$ cat config.mk
export PLATFORM = sky130hd
export DESIGN_NAME = irq_coalesce_ctrl
export DESIGN_NICKNAME = d
export VERILOG_FILES = /design/src/rtl/irq_coalesce_ctrl.sv
export SDC_FILE = /design/constraint.sdc
export NUM_CORES = 1
export LEC_CHECK = 0
export CELL_PAD_IN_SITES_DETAIL_PLACEMENT = 1
export CELL_PAD_IN_SITES_GLOBAL_PLACEMENT = 2
export CORE_AREA = 2 2 113 115
export DETAILED_ROUTE_END_ITERATION = 12
export DIE_AREA = 0 0 115 117
export GPL_TIMING_DRIVEN = 0
export PLACE_DENSITY_LB_ADDON = 0.25
export SLEW_MARGIN = 0
export SYNTH_ARGS = -nofsm -noshare
export SYNTH_HDL_FRONTEND = slang
export SYNTH_SLANG_ARGS = --single-unit
$ cat constraint.sdc
create_clock -name trn_clk -period 2.61 [get_ports trn_clk]
set_clock_uncertainty 0.05 [all_clocks]
set_input_delay 0.6525 -clock trn_clk [delete_from_list [all_inputs] [get_ports trn_clk]]
set_output_delay 0.6525 -clock trn_clk [all_outputs]
set_load 0.05 [all_outputs]
$ cat src/rtl/irq_coalesce_ctrl.sv
// irq_coalesce_ctrl
//   Per-channel interrupt coalescing with holdoff. It watches the TRN receive
//   stream for BAR2 memory writes that arm, disable, or set the holdoff reload.
//   It picks an eligible channel round-robin. It then runs the TX arbitration
//   and cfg_interrupt handshake with the core.
//
// Ports
//   trn_clk, reset          clock, synchronous active-high reset
//   trn_r*                  TRN receive stream (monitor only, never back-pressured)
//   trn_tbuf_av             TX buffer availability, bit 1 gates interrupt issue
//   cfg_interrupt_n/_di     interrupt request and MSI vector to the core
//   cfg_interrupt_rdy_n     core acknowledge
//   my_turn, req_ep,
//   driving_interface       TX arbitration handshake
//   send_interrupt          per-channel event pulses
//
// Issue FSM
//   state      | meaning
//   S_IDLE     | waiting for an eligible channel with holdoff expired
//   S_REQ      | req_ep raised, waiting for my_turn
//   S_CHECK    | owning the interface, checking TX buffer space
//   S_ASSERT   | cfg_interrupt_n low, waiting for core acknowledge
//   S_WAIT_BUF | interface released, waiting for TX buffer space
//
// Decode FSM
//   state      | meaning
//   D_IDLE     | looking for a BAR2 MWr32/MWr64 start of frame
//   D_ADDR32   | next beat carries the 32-bit address and data dword
//   D_ADDR64   | next beat carries the 64-bit address (low dword at [31:0])

module irq_coalesce_ctrl #(
  parameter int          NUM_CH       = 4,
  parameter int          TIMER_W      = 16,
  parameter int unsigned HOLDOFF_INIT = 0,
  parameter logic [5:0]  REG_BASE     = 6'h08
) (
  input  logic              trn_clk,
  input  logic              reset,
  input  logic [63:0]       trn_rd,
  input  logic [7:0]        trn_rrem_n,
  input  logic              trn_rsof_n,
  input  logic              trn_reof_n,
  input  logic              trn_rsrc_rdy_n,
  input  logic              trn_rsrc_dsc_n,
  input  logic [6:0]        trn_rbar_hit_n,
  input  logic              trn_rdst_rdy_n,
  input  logic [3:0]        trn_tbuf_av,
  output logic              cfg_interrupt_n,
  output logic [7:0]        cfg_interrupt_di,
  input  logic              cfg_interrupt_rdy_n,
  input  logic              my_turn,
  output logic              req_ep,
  output logic              driving_interface,
  input  logic [NUM_CH-1:0] send_interrupt
);

  localparam int         CH_W     = (NUM_CH > 1) ? $clog2(NUM_CH) : 1;
  localparam logic [6:0] FT_MWR32 = 7'h40;
  localparam logic [6:0] FT_MWR64 = 7'h60;

  typedef enum logic [2:0] {S_IDLE, S_REQ, S_CHECK, S_ASSERT, S_WAIT_BUF} issue_state_t;
  typedef enum logic [1:0] {D_IDLE, D_ADDR32, D_ADDR64} dec_state_t;

  issue_state_t        state, state_nxt;
  dec_state_t          dec_state, dec_nxt;

  logic [NUM_CH-1:0]   pending, armed, disabled;
  logic [NUM_CH-1:0]   eligible, clr_mask, arm_set, dis_set;
  logic [CH_W-1:0]     ch_sel, ch_sel_nxt, rr_ptr, rr_nxt, pick, rr_idx;
  logic                pick_vld;
  logic [TIMER_W-1:0]  holdoff_cnt, holdoff_reload;

  logic                req_ep_nxt, drv_nxt, int_n_nxt, ack_fire;
  logic [7:0]          di_nxt;

  logic                beat_ok, sof_hit, reg_wr, wr_is32, reload_wr;
  logic [5:0]          wr_off;

  // Inputs the block only partly consumes; folding them here keeps lint quiet.
  logic                unused_ok;
  assign unused_ok = ^{trn_rd, trn_rrem_n, trn_reof_n, trn_rbar_hit_n,
                       trn_tbuf_av[3:2], trn_tbuf_av[0]};

  // ---------------------------------------------------------------- decode
  assign beat_ok = !trn_rsrc_rdy_n && !trn_rdst_rdy_n;
  assign sof_hit = beat_ok && !trn_rsof_n && trn_rsrc_dsc_n && !trn_rbar_hit_n[2];

  always_comb begin
    dec_nxt = dec_state;
    reg_wr  = 1'b0;
    wr_is32 = 1'b0;
    wr_off  = '0;
    case (dec_state)
      D_IDLE: begin
        if (sof_hit && trn_rd[62:56] == FT_MWR32)      dec_nxt = D_ADDR32;
        else if (sof_hit && trn_rd[62:56] == FT_MWR64) dec_nxt = D_ADDR64;
      end
      D_ADDR32: begin
        if (!trn_rsrc_dsc_n) dec_nxt = D_IDLE;
        else if (beat_ok) begin
          reg_wr  = 1'b1;
          wr_is32 = 1'b1;
          wr_off  = trn_rd[39:34];
          dec_nxt = D_IDLE;
        end
      end
      D_ADDR64: begin
        if (!trn_rsrc_dsc_n) dec_nxt = D_IDLE;
        else if (beat_ok) begin
          reg_wr  = 1'b1;
          wr_off  = trn_rd[7:2];
          dec_nxt = D_IDLE;
        end
      end
      default: dec_nxt = D_IDLE;
    endcase
  end

  // Each channel owns two consecutive dwords: arm at even, disable at odd.
  always_comb begin
    arm_set   = '0;
    dis_set   = '0;
    reload_wr = 1'b0;
    if (reg_wr) begin
      for (int c = 0; c < NUM_CH; c++) begin
        if (wr_off == 6'(REG_BASE + 2 * c))     arm_set[c] = 1'b1;
        if (wr_off == 6'(REG_BASE + 2 * c + 1)) dis_set[c] = 1'b1;
      end
      if (wr_is32 && wr_off == 6'(REG_BASE + 2 * NUM_CH)) reload_wr = 1'b1;
    end
  end

  // ---------------------------------------------------------------- arbitration
  assign eligible = pending & armed & ~disabled;

  // Search starts one past the last serviced channel and wraps.
  always_comb begin
    pick     = '0;
    pick_vld = 1'b0;
    rr_idx   = '0;
    for (int i = 1; i <= NUM_CH; i++) begin
      rr_idx = CH_W'((int'(rr_ptr) + i) % NUM_CH);
      if (!pick_vld && eligible[rr_idx]) begin
        pick_vld = 1'b1;
        pick     = rr_idx;
      end
    end
  end

  // ---------------------------------------------------------------- issue FSM
  always_comb begin
    state_nxt  = state;
    req_ep_nxt = req_ep;
    drv_nxt    = driving_interface;
    int_n_nxt  = cfg_interrupt_n;
    di_nxt     = cfg_interrupt_di;
    ch_sel_nxt = ch_sel;
    rr_nxt     = rr_ptr;
    ack_fire   = 1'b0;
    case (state)
      S_IDLE: begin
        if (pick_vld && holdoff_cnt == '0) begin
          ch_sel_nxt = pick;
          rr_nxt     = pick;
          req_ep_nxt = 1'b1;
          state_nxt  = S_REQ;
        end
      end
      S_REQ: begin
        if (my_turn) begin
          req_ep_nxt = 1'b0;
          drv_nxt    = 1'b1;
          state_nxt  = S_CHECK;
        end
      end
      S_CHECK: begin
        if (trn_tbuf_av[1]) begin
          int_n_nxt = 1'b0;
          di_nxt    = 8'(ch_sel);
          state_nxt = S_ASSERT;
        end else begin
          drv_nxt   = 1'b0;
          state_nxt = S_WAIT_BUF;
        end
      end
      S_WAIT_BUF: begin
        if (trn_tbuf_av[1]) begin
          req_ep_nxt = 1'b1;
          state_nxt  = S_REQ;
        end
      end
      // The latched channel is serviced even if it was disabled meanwhile.
      S_ASSERT: begin
        if (!cfg_interrupt_rdy_n) begin
          int_n_nxt = 1'b1;
          drv_nxt   = 1'b0;
          ack_fire  = 1'b1;
          state_nxt = S_IDLE;
        end
      end
      default: state_nxt = S_IDLE;
    endcase
  end

  always_comb begin
    clr_mask = '0;
    if (ack_fire) clr_mask[ch_sel] = 1'b1;
  end

  always_ff @(posedge trn_clk) begin
    if (reset) begin
      state             <= S_IDLE;
      dec_state         <= D_IDLE;
      pending           <= '0;
      armed             <= '1;
      disabled          <= '0;
      ch_sel            <= '0;
      rr_ptr            <= CH_W'(NUM_CH - 1);
      req_ep            <= 1'b0;
      driving_interface <= 1'b0;
      cfg_interrupt_n   <= 1'b1;
      cfg_interrupt_di  <= 8'h00;
      holdoff_cnt       <= '0;
      holdoff_reload    <= TIMER_W'(HOLDOFF_INIT);
    end else begin
      state             <= state_nxt;
      dec_state         <= dec_nxt;
      // A new event in the acknowledge cycle survives the clear.
      pending           <= (pending & ~clr_mask) | send_interrupt;
      armed             <= (armed & ~clr_mask) | arm_set;
      disabled          <= (disabled | dis_set) & ~arm_set;
      ch_sel            <= ch_sel_nxt;
      rr_ptr            <= rr_nxt;
      req_ep            <= req_ep_nxt;
      driving_interface <= drv_nxt;
      cfg_interrupt_n   <= int_n_nxt;
      cfg_interrupt_di  <= di_nxt;
      if (reload_wr) holdoff_reload <= trn_rd[TIMER_W-1:0];
      if (ack_fire)                holdoff_cnt <= holdoff_reload;
      else if (holdoff_cnt != '0)  holdoff_cnt <= holdoff_cnt - TIMER_W'(1);
    end
  end

endmodule

; Yosys cells after proc, flatten, opt, wreduce, memory -nomap -nowiden
; Index checks and enable logic that the tools add are counted.
[op_classes]
n_addsub = 5
bitwise = 11
n_reduce_logical = 35
magnitude_cmp = 6
n_eq_ne = 25
mux = 66
[op_table]
columns = operator, count
row1 = $eq 6x4->1 const B, 8
row2 = $mux 1, 33
row3 = $mux 16, 2
row4 = $mux 6, 4
row5 = $and 4x4->4, 5
row6 = $logic_not 16->1, 1
row7 = $mux 2, 8
row8 = $reduce_bool 16->1, 1
row9 = $sub 16x1->16 const B, 1
row10 = $lt 2x3->1 const B, 5
row11 = $mux 3, 5
row12 = $pmux 3 s5, 1
row13 = $eq 7x7->1 const B, 2
row14 = $logic_and 1x1->1, 12
row15 = $mux 4, 3
row16 = $ne 2x2->1 const B, 6
row17 = $not 4->4, 3
row18 = $or 4x4->4, 3
row19 = $pmux 6 s2, 1
row20 = $reduce_and 4->1, 3
row21 = $bmux 1 s2, 4
row22 = $logic_not 1->1, 7
row23 = $eq 3x2->1 const B, 2
row24 = $eq 6x5->1 const B, 1
row25 = 20 further kinds, 27
[totals]
elab_cells = 161
register_bits = 58
input_bits = 96
output_inout_bits = 11

; Logic depth before layout (Yosys ltp)
; Gate-level depths: netlist of the first run.
[logic_depth]
depth_word = 17
ltp_mapped = 10
mapped_depth_nobuf = 7

; Worst setup path after synthesis of the first run
; OpenSTA, ideal clock, no wires.
[synth_timing]
kind = register -> register
start = register dec_state[0]
end = register holdoff_reload[0]
t_required_ps = 2432
path_slack_ps = 364
path_buffers = 3
stages_incl_launch_ff = 11
t_arrival_ps = 2068
period_less_slack_ps = 2246
setup_ps = 128
path_cell_list = dfxtp_1 inv_1 ha_1 buf_2 a22oi_1 nand4_1 nor4b_1 buf_2 buf_4 mux2i_1 nor2_1
[synth_between]
elab_chain_cells = 6
word_cells_on_any_way = 10
cone_classes = eq/ne (3) / mux (5) / reduce/logical (2)
[synth_rtl]
columns = item, line_no
row1 = start: declaration, 65  ; dec_state_t dec_state, dec_nxt;
row2 = start signal: assignment, 227  ; dec_state <= dec_nxt;
row3 = $eq 2x2->1 or $eq 2x1->1 (tied branches), 93  ; case (dec_state)
row4 = $pmux 6 s2, 93
row5 = $eq 6x5->1, 129  ; if (wr_is32 && wr_off == 6'(REG_BASE + 2 * NUM_CH)) reload_wr = 1'b1;
row6 = $logic_and 1x1->1, 129
row7 = $mux 1, 129
row8 = $mux 1 *, 124  ; if (reg_wr) begin
row9 = end signal: assignment, 224  ; holdoff_reload <= TIMER_W'(HOLDOFF_INIT);
row10 = end signal: assignment, 238  ; if (reload_wr) holdoff_reload <= trn_rd[TIMER_W-1:0];
row11 = end: declaration, 71  ; logic [TIMER_W-1:0] holdoff_cnt, holdoff_reload;
; Mark *: on every way between the ends. The rest lies on a longest branch, timed or not.
; A chain may end at the register's enable or synchronous reset.

; Final worst setup path of the first run
[layout_timing]
start = input trn_rsrc_dsc_n
end = register holdoff_reload[5]
[layout_between]
elab_chain_cells = 6
word_cells_on_any_way = 10
cone_classes = eq/ne (1) / mux (8) / reduce/logical (1)
[layout_rtl]
columns = item, line_no
row1 = start: declaration, 44  ; input logic trn_rsrc_dsc_n,
row2 = "$mux 6, on equally long branches", "108, 99"
row3 = $pmux 6 s2, 93
row4 = $eq 6x5->1, 129
row5 = $logic_and 1x1->1, 129
row6 = $mux 1, 129
row7 = $mux 1 *, 124
; Marked as above.

==> results of run 1 <==
-- cell type report --
class	instances	area, µm²
multi-input cells	270	1740
flip-flops and latches	58	1160
inverters	7	26.3
well taps	150	188
fillers	1472	8290
repair buffers	49	485
clock buffers	13	270
plain buffers	22	116
clock inverters	2	35.0
-- where the power goes --
part / switching, µW / internal [µW]
registers: 191 / 1050
logic: 703 / 596
clock network: 392 / 809
total: 1290 / 2450
-- layout by cell type (no fill, tap or decap), types with 3 or more instances in the layout --
cell type	n
nor2_1	41
nor4b_1	4
clkbuf_1	15
clkdlybuf4s50_1	47
o211ai_1	3
nand3_1	9
a22oi_2	3
ha_1	5
o22ai_1	3
clkbuf_16	9
and3b_1	7
nand4_1	9
xor2_1	3
nand2b_1	6
nor4_1	3
inv_1	7
nor3_1	11
a21oi_1	26
nand2_1	32
conb_1	6
buf_4	8
clkbuf_8	4
nand3b_1	11
xnor2_1	8
dfxtp_1	58
o21ai_0	22
mux2i_1	23
-- state kept, by name (all words and copies together) (netlist names) --
register	flops
cfg_interrupt_n	1
rr_ptr	2
driving_interface	1
state	3
holdoff_cnt	16
cfg_interrupt_di	2
pending	4
holdoff_reload	16
dec_state	2
req_ep	1
armed	4
disabled	4
ch_sel	2
-- what timing repair did --
item / in CTS / in global routing
endpoints found under the setup margin: 10 / 26
cloned: 0 / 1
resized for setup: 3 / 8
buffers inserted: 1 / 0
pin swaps: 1 / 0
-- how the worst max path moves through the flow --
stage                         startpoint                 end  slack [ps]  cells past startpoint
after floorplan             dec_state[0]   holdoff_reload[0]         360                     10
after global placement    trn_rsrc_dsc_n   holdoff_reload[0]        -550                      8
after detailed placement  trn_rsrc_dsc_n  holdoff_reload[14]        -630                      8
after CTS                 trn_rsrc_dsc_n  holdoff_reload[13]         100                      7
after global routing      trn_rsrc_dsc_n  holdoff_reload[11]         -20                      7
final                     trn_rsrc_dsc_n   holdoff_reload[5]         120                      7
-- worst max-delay path: stages --
cell and delay, ps:
clkdlybuf4s50_1 490, nor4bb_2 330, nand4_1 230, nor4b_4 390, buf_4 280, mux2i_1 200
nor2_1 50
-- per-stage QoR --
step	utilization (%)	cell area, µm²
CTS	32.3	3980
global placement	29.7	3650
detailed placement	29.7	3650
global route	32.6	4020
floorplan	-	3000
finish	32.6	4020
-- Yosys cell counts (2+ instances only) --
cell type  instances
a311oi_1           2
nor4b_1            5
a22oi_1            4
nand2_1           32
a22o_1             2
clkbuf_1          14
nor4_1             3
nor2_1            41
and2_1             2
ha_1               5
and3b_1            7
nand4_1            9
o211ai_1           3
nand2b_1           6
mux2i_1           23
xor2_1             3
o21bai_1           2
buf_4              7
inv_1              7
nor3_1            11
nand3_1            9
dfxtp_1           58
nor2b_1            2
xnor2_1            8
nand3b_1          11
a31oi_1            2
nor4_4             2
o21ai_0           22
buf_2              2
a21oi_1           26
o22ai_1            3
-- kinds of logic (layout without fill, tap and decap cells) --
| logic type | count (synthesis) | in the layout | share of synthesized area [%] |
|---|---|---|---|
| muxes | 23 | 23 | 7.73 |
| xor gates and xnor gates | 11 | 11 | 3.24 |
| other | 1 | 6 | 0.126 |
| adders and majority gates | 6 | 6 | 2.44 |
| DFF | 58 | 58 | 39.0 |
| and+or+nand+nor | 152 | 152 | 28.4 |
| buffers and inverters | 30 | 93 | 4.75 |
| AOI/OAI and AO/OA | 72 | 72 | 14.3 |
-- routing by layer --
| layer | share of wire, % | GRT usage [%] | vias up |
|---|---|---|---|
| li1 | - | - | 1387 |
| met1 | 49 | 17.3 | 1269 |
| met2 | 46 | 22.6 | 50 |
| met3 | 3.7 | 2.57 | 12 |
| met4 | 1.9 | 6.27 | 0 |
| met5 | 0 | 0 | - |
==> impl_results.md, run 1 <==
* Worst Path Required at 2750 ps
* Top cell type's share of synthesized area at 39.0%
* GRT overflow at 0
* Final GP Congestion at 0.774
* ANT cells at 0
* Dpl hpwl at 6.44 mm
* RSZ-0062 raised after global routing: true
* Core area at 0.0123 mm²
* Yosys cell types at 51
* Min-delay src: holdoff_reload[6]
* Total track usage at 13.6%
* Syn Std Cell Area at 0.00298 mm²
* Synth Flop Type: dfxtp_1
* I/O pin cnt at 107
* Antenna Nets Post-Route at 0
* Reg2Reg Depth at 9
* Post-Place Worst Slack at -629 ps
* Synthesized area per cell at 8.44 µm²
* Via count at 2718
* Die H at 117 µm
* Vias in the first global route at 2770
* I/O Buffers at 47
* Vias per cell at 4.76
* Final Cycle Share at 95.5%
* Routed length per instance at 15.2 µm
* Worst skew pair latency at 330 ps
* Overall Power at 3740 µW
* Worst Setup Start Kind: primary input
* Final Hold Vio Count at 0
* WHS Endpoint: holdoff_cnt[6]
* H-tree depth at 3
* Worst-path fanout max at 8
* CP arrival at 2630 ps
* Relative slew slack at 58.9%
* Area Overhead vs Synth at 34.9%
* Pre-Repair DR Iteration Count at 4
* Clock transition at path regs at 50 ps
* Hold-fix buffers, CTS at 0
* Minimum clock period at 2490 ps
* Reg2reg start: dec_state[1]
* Slew Limit Fails at 0
* Power per standard cell area at 930 mW/mm²
* Wirelength, routed at 8.67 mm
* Layout cell share with drive strength beyond 1 at 9.03%
* Fin Setup TNS at 0 ps
* Longest Clk Path Bufs at 2
* Crit path kind: in -> reg
* First-pass GRT wire length at 14.0 mm
* Root Buffer: clkbuf_16
* Slew @ Worst Pin at 617 ps
* Hold_ws at 410 ps
* Syn Inst Count at 353
* Largest net degree at the start of global routing at 17
* Ys async rst share at 0%
* Rows at 41
* Die area at 0.0135 mm²
* Count of final setup violators at 0
* Post-synthesis sequential area ratio at 39.0%
* Placed Instances at 555
* Post-synth top area cell: dfxtp_1
* Fmax at 0.401 GHz
* Status: completed
* Clock sink count at 58
* Post-synth EDFFs at 0
* Initial core utilization at 24.2%
* Non-filler instance count after layout at 571
* Fin nets at 518
* CP Capture Type: flop
* Warnings, synthesis at 0
* CTS tree: built
* P_leak at 0.00147 µW
* Worst r2r dst: holdoff_reload[5]
* Max cap viols at 0
* Fin worst setup slack at 116 ps
* DR iter-0 viols at 90
* Residual DRC at 0
* Hold path depth at 2
* Hold Path Class: reg -> reg
* TritonCTS Buffers at 9
* Worst reg-to-reg setup slack at 200 ps
* Top cells by area, synth: dfxtp_1 (39%), mux2i_1 (7.7%), nor2_1 (5.2%)
* Initial antenna violation count at 0
* Peak VDD IR at 0.000320 V
* #FFs+latches synth at 58
* Die X at 115 µm
Power figures use the tool's default switching activity.
==> run 2, diff against run 1 <==
--- a/config.mk
+++ b/config.mk
@@ -5,11 +5,13 @@
 export SDC_FILE = /design/constraint.sdc
 export NUM_CORES = 1
 export LEC_CHECK = 0
+export ABC_CLOCK_PERIOD_IN_PS = 2610
 export CELL_PAD_IN_SITES_DETAIL_PLACEMENT = 1
 export CELL_PAD_IN_SITES_GLOBAL_PLACEMENT = 2
 export CORE_AREA = 2 2 113 115
 export DETAILED_ROUTE_END_ITERATION = 12
 export DIE_AREA = 0 0 115 117
+export GPL_ROUTABILITY_DRIVEN = 0
 export GPL_TIMING_DRIVEN = 0
 export PLACE_DENSITY_LB_ADDON = 0.25
 export SLEW_MARGIN = 0
==> results of run 2 <==
No change in the layout: final DEF, timing and power equal those of run 1.
